### config.mk
export PLATFORM = sky130hd
export DESIGN_NAME = psum_collector
export DESIGN_NICKNAME = d
export VERILOG_FILES = /design/src/rtl/psum_collector.sv
export SDC_FILE = /design/constraint.sdc
export NUM_CORES = 1
export LEC_CHECK = 0
export CORE_ASPECT_RATIO = 1.2
export CORE_MARGIN = 1
export CORE_UTILIZATION = 65
export CTS_BUF_LIST = sky130_fd_sc_hd__clkbuf_4 sky130_fd_sc_hd__clkbuf_8
export DETAILED_ROUTE_END_ITERATION = 7
export GPL_TIMING_DRIVEN = 0
export PLACE_DENSITY = 0.85
export SLEW_MARGIN = 30
export SYNTH_ARGS = -nofsm -noshare
export SYNTH_HDL_FRONTEND = slang
export SYNTH_SLANG_ARGS = --single-unit
### constraint.sdc
create_clock -name clk -period 9.8 [get_ports clk]
set_clock_uncertainty 0.2 [all_clocks]
set_input_delay 0.98 -clock clk [delete_from_list [all_inputs] [get_ports clk]]
set_output_delay 0.98 -clock clk [all_outputs]
set_load 0.05 [all_outputs]
### src/rtl/psum_collector.sv
// psum_collector: accumulates kernel_size psums per pixel, saturates, and queues pixels with row-last tags
module psum_collector #(
  parameter int DATA_WIDTH = 16,
  parameter int NUM_COL = 4,
  parameter int FIFO_DEPTH = 8,
  localparam int PW = 2 * DATA_WIDTH,
  localparam int CW = $clog2(FIFO_DEPTH) + 1
) (
  input  logic                 clk,
  input  logic                 rstn,
  input  logic                 en,
  input  logic [7:0]           kernel_size,
  input  logic                 flush,
  input  logic                 in_valid,
  output logic                 in_ready,
  input  logic signed [PW-1:0] in_psum,
  output logic                 out_valid,
  input  logic                 out_ready,
  output logic [PW-1:0]        out_data,
  output logic                 out_last,
  output logic [CW-1:0]        fifo_count,
  output logic                 ovf
);
  localparam int AW = $clog2(FIFO_DEPTH);
  localparam int CLW = NUM_COL > 1 ? $clog2(NUM_COL) : 1;
  localparam logic [PW-1:0] SMAX = {1'b0, {(PW-1){1'b1}}};
  localparam logic [PW-1:0] SMIN = {1'b1, {(PW-1){1'b0}}};
  typedef enum logic {IDLE, ACCUM} state_t;
  state_t state, state_nx;
  logic [7:0] k, beat;
  logic [CLW-1:0] col;
  logic [PW-1:0] acc, sum;
  logic [PW:0] wide;
  logic [PW:0] mem [FIFO_DEPTH];
  logic [AW-1:0] wr_ptr, rd_ptr;
  logic [CW-1:0] count;
  logic full, done, xfer, clamp, push, pop, col_end;
  always_comb begin
    full = count == CW'(FIFO_DEPTH);
    done = beat == k - 8'd1;
    in_ready = state == ACCUM && !(done && full);
    xfer = in_valid && in_ready && !flush;
    wide = {acc[PW-1], acc} + {in_psum[PW-1], in_psum};
    clamp = beat != 8'd0 && wide[PW] != wide[PW-1];
    sum = beat == 8'd0 ? in_psum : clamp ? (wide[PW] ? SMIN : SMAX) : wide[PW-1:0];
    push = xfer && done;
    pop = out_valid && out_ready;
    col_end = col == CLW'(NUM_COL - 1);
    state_nx = flush ? IDLE : state == IDLE ? (en ? ACCUM : IDLE) : (push && !en) ? IDLE : ACCUM;
    out_valid = count != '0;
    out_data = out_valid ? mem[rd_ptr][PW-1:0] : '0;
    out_last = out_valid && mem[rd_ptr][PW];
    fifo_count = count;
  end
  always_ff @(posedge clk or posedge rstn) begin
    if (rstn) begin
      state <= IDLE;
      k <= 8'd1;
      beat <= '0;
      acc <= '0;
      col <= '0;
      ovf <= 1'b0;
      wr_ptr <= '0;
      rd_ptr <= '0;
      count <= '0;
    end else begin
      state <= state_nx;
      if (state == IDLE && en && !flush) k <= kernel_size == 8'd0 ? 8'd1 : kernel_size;
      if (flush) begin
        beat <= '0;
        acc <= '0;
        col <= '0;
      end else if (xfer) begin
        acc <= sum;
        beat <= done ? 8'd0 : beat + 8'd1;
        if (done) col <= col_end ? '0 : col + CLW'(1);
      end
      if (xfer && clamp) ovf <= 1'b1;
      if (push) wr_ptr <= wr_ptr + AW'(1);
      if (pop) rd_ptr <= rd_ptr + AW'(1);
      count <= count + CW'(push) - CW'(pop);
    end
  end
  // Storage is left unreset; reads are masked by the occupancy count.
  always_ff @(posedge clk) begin
    if (push) mem[wr_ptr] <= {col_end, sum};
  end
endmodule

### Word level (Yosys, flattened, before mapping)

Memory sizes are Yosys's and may differ from the RTL's.
Cells that the tools add are included.
Widths: inputs -> output; s select.

* bits of input ports: 46
* logic and storage cells: 65
* memories kept: 1
* flip-flop bits (word level): 62
* output and inout port bits: 40
* RAM bits: 264

Memories
* mem: depth 8, bits a word 33, rd ports 1, clocked after memory_dff 0, wr ports 1, RTL line 34 `logic [PW:0] mem [FIFO_DEPTH];`

* add/subtract/negate cells: 8
* reduce and logical (&&, ||, !) cells: 22
* equality and inequality tests: 4
* bitwise gates (word level): 1
* multiplexer cells: 20

Operators with widths (number)
* $mux 32: 6
* $add 32x32->33: 1
* $mux 8: 4
* $logic_not 8->1: 2
* $logic_and 1x1->1: 12
* $add 8x1->8 const B: 1
* $eq 8x8->1: 1
* $mux 2: 4
* $reduce_bool 8->1: 1
* $sub 8x1->8 const B: 1
* $add 3x1->3 const B: 2
* $mux 1: 6
* $add 4x1->4: 1
* $eq 4x4->1 const B: 1
* $reduce_bool 2->1: 2
* $reduce_bool 4->1: 1
* $sub 4x1->4: 1
* $logic_not 1->1: 3
* $add 2x1->2 const B: 1
* $eq 2x2->1 const B: 1
* $reduce_and 2->1: 1
* $ne 1x1->1: 1
* $not 1->1: 1

### Logic depth before layout (Yosys ltp)

Gate-level depths: netlist of the first run.

* word-level depth: 12
* depth in mapped cells: 18
* depth with buffers taken out: 16

### Least setup slack after synthesis of the first run

No wires, ideal clock.

* kind: reg-to-reg
* start point: register k[0]
* end point: memory mem[0][0] (netlist name) (enable)
* setup time: 0.506 ns
* buffers on the path: 2
* stages on the path, launching flop included: 14
* slack: 3.672 ns
* data arrival time: 5.422 ns
* clock period less this slack: 6.128 ns
* required time: 9.094 ns
* path through: dfstp_2 -> clkbuf_1 -> inv_1 -> ha_1 -> xor2_1 -> o211a_1 -> o211ai_1 -> a311oi_4 -> and3_4 -> nor3_2 -> and2_1 -> buf_6 -> inv_1 -> nor4_1

* word-level cells in the longest chain between the ends: 10

Ends and longest elaborated chain
* start, declared: RTL line 30 `logic [7:0] k, beat;`
* start signal, assigned: RTL line 68 `if (state == IDLE && en && !flush) k <= kernel_size == 8'd0 ? 8'd1 : kernel_size;`
* $sub 8x1->8 *: RTL line 40 `done = beat == k - 8'd1;`
* $eq 8x8->1 *: RTL line 40
* $logic_and 1x1->1: RTL line 41 `in_ready = state == ACCUM && !(done && full);`
* $logic_not 1->1: RTL line 41
* $logic_and 1x1->1: RTL line 41
* $logic_and 1x1->1 (2 in series): RTL line 42 `xfer = in_valid && in_ready && !flush;`
* $logic_and 1x1->1 *: RTL line 46 `push = xfer && done;`
* $mux 1 *: RTL line 86 `if (push) mem[wr_ptr] <= {col_end, sum};`
* $mux 1 (implied by the code) *: RTL line 86
* end, declared: RTL line 34

Mark *: on every way between the ends. The rest lies on a longest branch, timed or not.

### Worst setup path after layout of the first run

* start point: register rd_ptr[0]
* end point: output port out_data[21]

* word-level cells in the longest chain between the ends: 2

Ends and longest elaborated chain
* start, declared: RTL line 35 `logic [AW-1:0] wr_ptr, rd_ptr;`
* start signal, assigned: RTL line 80 `if (pop) rd_ptr <= rd_ptr + AW'(1);`
* $mem_v2 8x33
* $mux 32: RTL line 51 `out_data = out_valid ? mem[rd_ptr][PW-1:0] : '0;`
* end, declared: RTL line 19 `output logic [PW-1:0] out_data,`

No other way between the ends.

==> impl_metrics.json, run 1 <==
{
  "clk_pin_slew_ps": 70,
  "n_fill_cell": 1335,
  "first_pass_iters": 5,
  "power_per_cell_area_nw_per_um2": 249,
  "cts_hold_buffers": 0,
  "groute.layer.met2.usage": 0.535,
  "rows": 61,
  "die-area_um2": 24200,
  "grt_pass1_wl_mm": 55.1,
  "postRouteAntennaNets": 0,
  "critical_path.cell_chain": "clkbuf_1 -> buf_1 -> buf_2 -> mux4_2 -> mux2i_1 -> nor2_1 -> clkdlybuf4s50_1",
  "synth_sequential_area_ratio": 0.620,
  "highest_clock_rate_ghz": 0.191,
  "drt-initial-drc-count": 970,
  "rsz_0062_raised_after_global_routing": "false",
  "ir_worst_vdd_mv": 0.233,
  "average_cell_area_after_synthesis_um2": 14.7,
  "ios": 86,
  "vias_in_the_first_global_route": 10100,
  "layout.cells.most_common_list": "edfxtp_1 (264), clkdlybuf4s50_1 (85), mux4_2 (66)",
  "cts_resized": 0,
  "hpwl_reported_at_the_end_of_detailed_placement_mm": 25.4,
  "post_synth_inst_count": 1040,
  "drc_errors": 0,
  "postSynthNetCount": 1132,
  "async_flop_share": 0.190,
  "met1_usage": 0.392,
  "place.gp.congestion": 0.942,
  "finalSetupTns_ps": 0,
  "root_buffer": "clkbuf_8",
  "final.min_clock_period_ps": 5240,
  "detailedPlace.worstSlack_ps": 4280,
  "timing.final.max_slew_violations": 0,
  "globalRouteOverflowTotal": 0,
  "critical_path.startpoint_type": "flop",
  "grtUsageMet3": 0.0540,
  "diodes": 0,
  "final_nets": 1299,
  "routed_wirelength_mm": 35.6,
  "synth-seq-cells": 326,
  "finalCritPeriodShare": 0.534,
  "result_of_the_run": "finished, final reports clean",
  "average_wire_per_standard_cell_um": 22.8,
  "power.static_leakage_uw": 0.00662,
  "cts-root-to-sink-buffers": 3,
  "timing.critical_path.slowest_stage_cell": "clkdlybuf4s50_1",
  "worst_setup_path_end_kind": "output port",
  "final_hold_viol_count": 0,
  "synth-warning-count": 0,
  "initial_cell_density_of_the_core": 0.662,
  "area.growth.synth_to_final_pct": 17.0,
  "layout_commonest_cell": "edfxtp_1",
  "critPathArrivalTime_ps": 4060,
  "cts-htree-levels": 2,
  "max_slew_margin_vs_limit": 0.330,
  "post_cts_setup_bufs": 0,
  "critical-path-max-stage-delay_ps": 730,
  "die_width_um": 142,
  "cts_tree": "done",
  "most_used_routing_layer_in_global_routing": "met2",
  "clock_insertion_delay_worst_skew_ps": 570,
  "setup.worst_path.class": "flop to output port",
  "layout.core_utilization": 0.774,
  "dieHeight_um": 170,
  "finalSetupViolCount": 0,
  "finalWorstSetupSlack_ps": 4560,
  "antenna_violations_before_repair": 0,
  "cts_inserted_buffers": 47,
  "cp_max_fo": 10,
  "postSynth.topFlopCell": "edfxtp_1",
  "crit_family": "buffers and inverters",
  "fp.coreArea_um2": 23100,
  "grtUsageTotal": 0.310,
  "hp-class": "flop to flop",
  "drt-vias-per-instance": 6.34,
  "cts_num_sinks": 326,
  "io_buffer_count": 85,
  "worstPathRequired_ps": 8620,
  "synth_edf_count": 264,
  "netlist_area_pre_place_um2": 15300,
  "grt_start_max_net_pins": 36,
  "dr_total_vias": 9895,
  "holdWs_ps": 304,
  "drive_gt1_frac": 0.181,
  "cap_viol_max_count": 0,
  "synth.lib_cells_used.distinct": 72,
  "worst-path-buf-inv": 4,
  "worstMarginPinSlew_ps": 1010
}
[power by group]
group	internal, uW	total (uW)	switching (uW)	leakage [uW]
Clock	591	1100	505	0.000509
Combinational	676	1760	1080	0.00290
Sequential	1570	1610	32.7	0.00320
[path summary, 6_finish.rpt]
| kind | from | to | slack [ps] | cells after the start |
|---|---|---|---|---|
| min | acc[25] | acc[25] | 300 | 1 |
| max in group asynchronous | rstn | k[0] | 8220 | 3 |
| min reg2reg | acc[25] | acc[25] | 300 | 1 |
| min in group asynchronous | rstn | acc[20] | 560 | 2 |
| max reg2reg | k[0] | mem[3][31] | 5280 | 16 |
| max | rd_ptr[0] | out_data[21] | 4560 | 7 |
[cells in the mapped netlist (5+ instances only)]
cell	n	share of area
xor2_1	20	0.011
a22o_1	23	0.013
a21oi_1	39	0.013
ha_1	44	0.036
clkbuf_1	36	0.0088
o31ai_1	6	0.0029
mux2i_1	34	0.022
a21o_1	12	0.0059
a221o_1	10	0.0065
buf_1	9	0.0022
o211ai_1	18	0.0088
edfxtp_1	264	0.52
o21ai_1	6	0.0020
nand3_1	11	0.0036
nand4_1	7	0.0029
nor2_1	62	0.015
nor2b_1	5	0.0020
nor4_1	6	0.0025
xnor2_1	27	0.015
mux2_2	7	0.0052
nor3_1	28	0.0092
mux4_2	66	0.097
inv_1	32	0.0079
dfrtp_1	61	0.10
o21ai_0	39	0.013
and2_1	11	0.0045
nand2_1	58	0.014
nand2b_1	9	0.0037
a211oi_1	14	0.0069
[logic make-up after synthesis]
logic type	share of synthesized area
multiplexers	0.126
flip-flops	0.620
AND/OR/NAND/NOR	0.0711
AO/OA/AOI/OAI	0.0947
XOR/XNOR	0.0269
adder cells (fa/ha/maj)	0.0386
buffers and inverters	0.0236
[layout make-up]
cell class | instances | area [um2] | area share
inverters | 32 | 123 | 0.00685
plain buffers | 54 | 249 | 0.0139
multi-input cells | 628 | 5510 | 0.308
repair buffers | 118 | 1170 | 0.0656
well taps | 315 | 394 | 0.0220
flip-flops and latches | 326 | 9480 | 0.529
clock inverters | 19 | 125 | 0.00699
clock buffers | 68 | 855 | 0.0477
[metrics by stage]
stage | cell area, um2 | total power [uW] | instances
CTS | 17900 | 4480 | 1560
detailed placement | 16900 | 3400 | 1473
floorplan | 15300 | 2880 | 1040
global placement | 16500 | 3350 | 1440
global route | 17900 | 4640 | 1560
finish | 17900 | 4460 | 1560
[worst register-to-register path: cells and delay by family (launching register included)]
kind,cells,cell delay (ps)
AND/OR/NAND/NOR,5,1450
buffers and inverters,6,1190
flip-flops,1,510
AO/OA/AOI/OAI,3,450
adder cells (fa/ha/maj),1,240
XOR/XNOR,1,200
[sequential cells by signal (all words and copies together) (netlist names)]
register	cells
beat	8
acc	32
col	2
wr_ptr	3
rd_ptr	3
mem	264
fifo_count	4
ovf	1
k	8
state	1
[routing by layer]
metal,vias to the layer above,part of all wire,routed length (um)
met5,-,0,0
met4,0,0.033,1180
met3,89,0.075,2660
met2,426,0.52,18400
met1,4975,0.38,13400
li1,4405,-,-
Power figures use the tool's default switching activity.
==> run 2, diff against run 1 <==
Settings changed: CORE_UTILIZATION 65 to 62, PLACE_DENSITY 0.85 to 0.81.
Clock period 9.8 ns to 5.15 ns, I/O delays scaled along.
==> impl_metrics.json, run 2 (synthesized netlist as in run 1, its figures left out) <==
{
  "timing.critical_path.mode_cell": "buf_1",
  "rows": 62,
  "worstMarginPinSlew_ps": 998,
  "die-area_um2": 25300,
  "top_register": "mem",
  "vias_in_the_first_global_route": 10200,
  "fp.coreArea_um2": 24000,
  "timing.critical_path.slowest_stage_cell": "buf_1",
  "initial_cell_density_of_the_core": 0.636,
  "final.min_clock_period_ps": 4790,
  "average_wire_per_standard_cell_um": 23.1,
  "die_width_um": 145,
  "postRouteAntennaNets": 0,
  "cts_tree": "done",
  "cts_inserted_buffers": 50,
  "layout_commonest_cell": "edfxtp_1",
  "drt-vias-per-instance": 6.27,
  "power_per_cell_area_nw_per_um2": 481,
  "n_fill_cell": 1470,
  "finalCritPeriodShare": 0.931,
  "clock_insertion_delay_worst_skew_ps": 570,
  "routed_wirelength_mm": 36.0,
  "drt-initial-drc-count": 719,
  "hpwl_reported_at_the_end_of_detailed_placement_mm": 25.6,
  "finalSetupViolCount": 0,
  "final_hold_viol_count": 0,
  "rsz_0062_raised_after_global_routing": "false",
  "worst_setup_path_end_kind": "output port",
  "fin_area_um2": 18000,
  "max_slew_margin_vs_limit": 0.328,
  "critical_path.startpoint_type": "flop",
  "critical-path-max-stage-delay_ps": 720,
  "root_buffer": "clkbuf_8",
  "worst-path-buf-inv": 4,
  "cts_resized": 0,
  "layout.cells.most_common_list": "edfxtp_1 (264), clkdlybuf4s50_1 (85), mux4_2 (66)",
  "first_pass_iters": 5,
  "clk_pin_slew_ps": 60,
  "hp-class": "primary input to async pin",
  "globalRouteOverflowTotal": 0,
  "reg.largest.list": "mem x264, acc x32",
  "critPathArrivalTime_ps": 4080,
  "post_cts_setup_bufs": 0,
  "dr_total_vias": 9764,
  "io_buffer_count": 85,
  "antenna_violations_before_repair": 1,
  "grt_start_max_net_pins": 34,
  "area.growth.synth_to_final_pct": 17.7,
  "place.gp.congestion": 0.926,
  "timing.final.max_slew_violations": 0,
  "cts_num_sinks": 326,
  "drive_gt1_frac": 0.177,
  "cts-root-to-sink-buffers": 3,
  "setup.worst_path.class": "flop to output port",
  "holdWs_ps": 120,
  "cts_hold_buffers": 0,
  "worstPathRequired_ps": 4430,
  "final_nets": 1289,
  "drc_errors": 0,
  "cap_viol_max_count": 0,
  "critical_path.cell_chain": "clkbuf_1 -> buf_1 -> buf_1 -> mux4_2 -> mux2i_1 -> nor2_1 -> clkdlybuf4s50_1",
  "dieHeight_um": 174,
  "crit_family": "buffers and inverters",
  "largest_register_ff_count": 264,
  "result_of_the_run": "finished, final reports clean",
  "ir_worst_vdd_mv": 0.369,
  "power.static_leakage_uw": 0.00661,
  "diodes": 0,
  "placed_area_um2": 16900,
  "cp_max_fo": 10,
  "ios": 86,
  "cts-htree-levels": 2,
  "sequential_cell_area_um2": 9480,
  "multi_input_area_um2": 5540,
  "highest_clock_rate_ghz": 0.209,
  "grtUsageTotal": 0.296,
  "grt_pass1_wl_mm": 56.2
}
[run 2: cell types whose count changed in the layout (fill, tap and decap cells not counted), sizes merged]
cell	previous run	this run
bufinv	1	2
buf	50	36
clkinvlp	4	1
clkbuf	105	115
inv	33	32
[run 2: stage by stage]
stage | power, uW | TNS (ps) | setup WS [ps] | utilization | std cells
floorplan | 5480 | 0 | 408 | - | 1040
global placement | 6390 | -189450 | -1920 | 0.689 | 1445
detailed placement | 6450 | 0 | 118 | 0.703 | 1465
CTS | 8710 | 0 | 206 | 0.749 | 1558
global route | 9010 | 0 | 72.3 | 0.749 | 1558
finish | 8660 | 0 | 357 | 0.749 | 1558
[run 2: layout make-up]
| cell class | instances | area share |
|---|---|---|
| tap | 320 | 0.0222 |
| multi-input combinational | 628 | 0.308 |
| clock inverter | 16 | 0.00715 |
| sequential | 326 | 0.526 |
| clock buffer | 77 | 0.0536 |
| inverter | 32 | 0.00681 |
| buffer | 54 | 0.0138 |
| timing repair buffer | 105 | 0.0623 |
[run 2: per-layer routing]
layer  up-vias  global-route usage  share of wire
li1       4398                   -              -
met4         0               0.130          0.035
met5         -                   0              0
met3        82              0.0472          0.056
met2       348               0.511           0.52
met1      4936               0.372           0.39
[run 2: path summary, 6_finish.rpt]
check	startpoint	end	slack, ps	cells past startpoint
max	rd_ptr[0]	out_data[5]	360	7
max in group asynchronous	rstn	rd_ptr[2]	4090	3
min reg2reg	acc[24]	acc[24]	300	1
min	rstn	fifo_count[2]	120	2
min in group clk	acc[24]	acc[24]	300	1
max reg2reg	k[0]	mem[3][29]	600	15
[run 2: report_power, final]
group,leakage [uW],internal (uW),switching (uW)
registers,0.00320,2990,62.8
logic,0.00283,1280,2050
clock network,0.000580,1300,968
total,0.00661,5580,3080
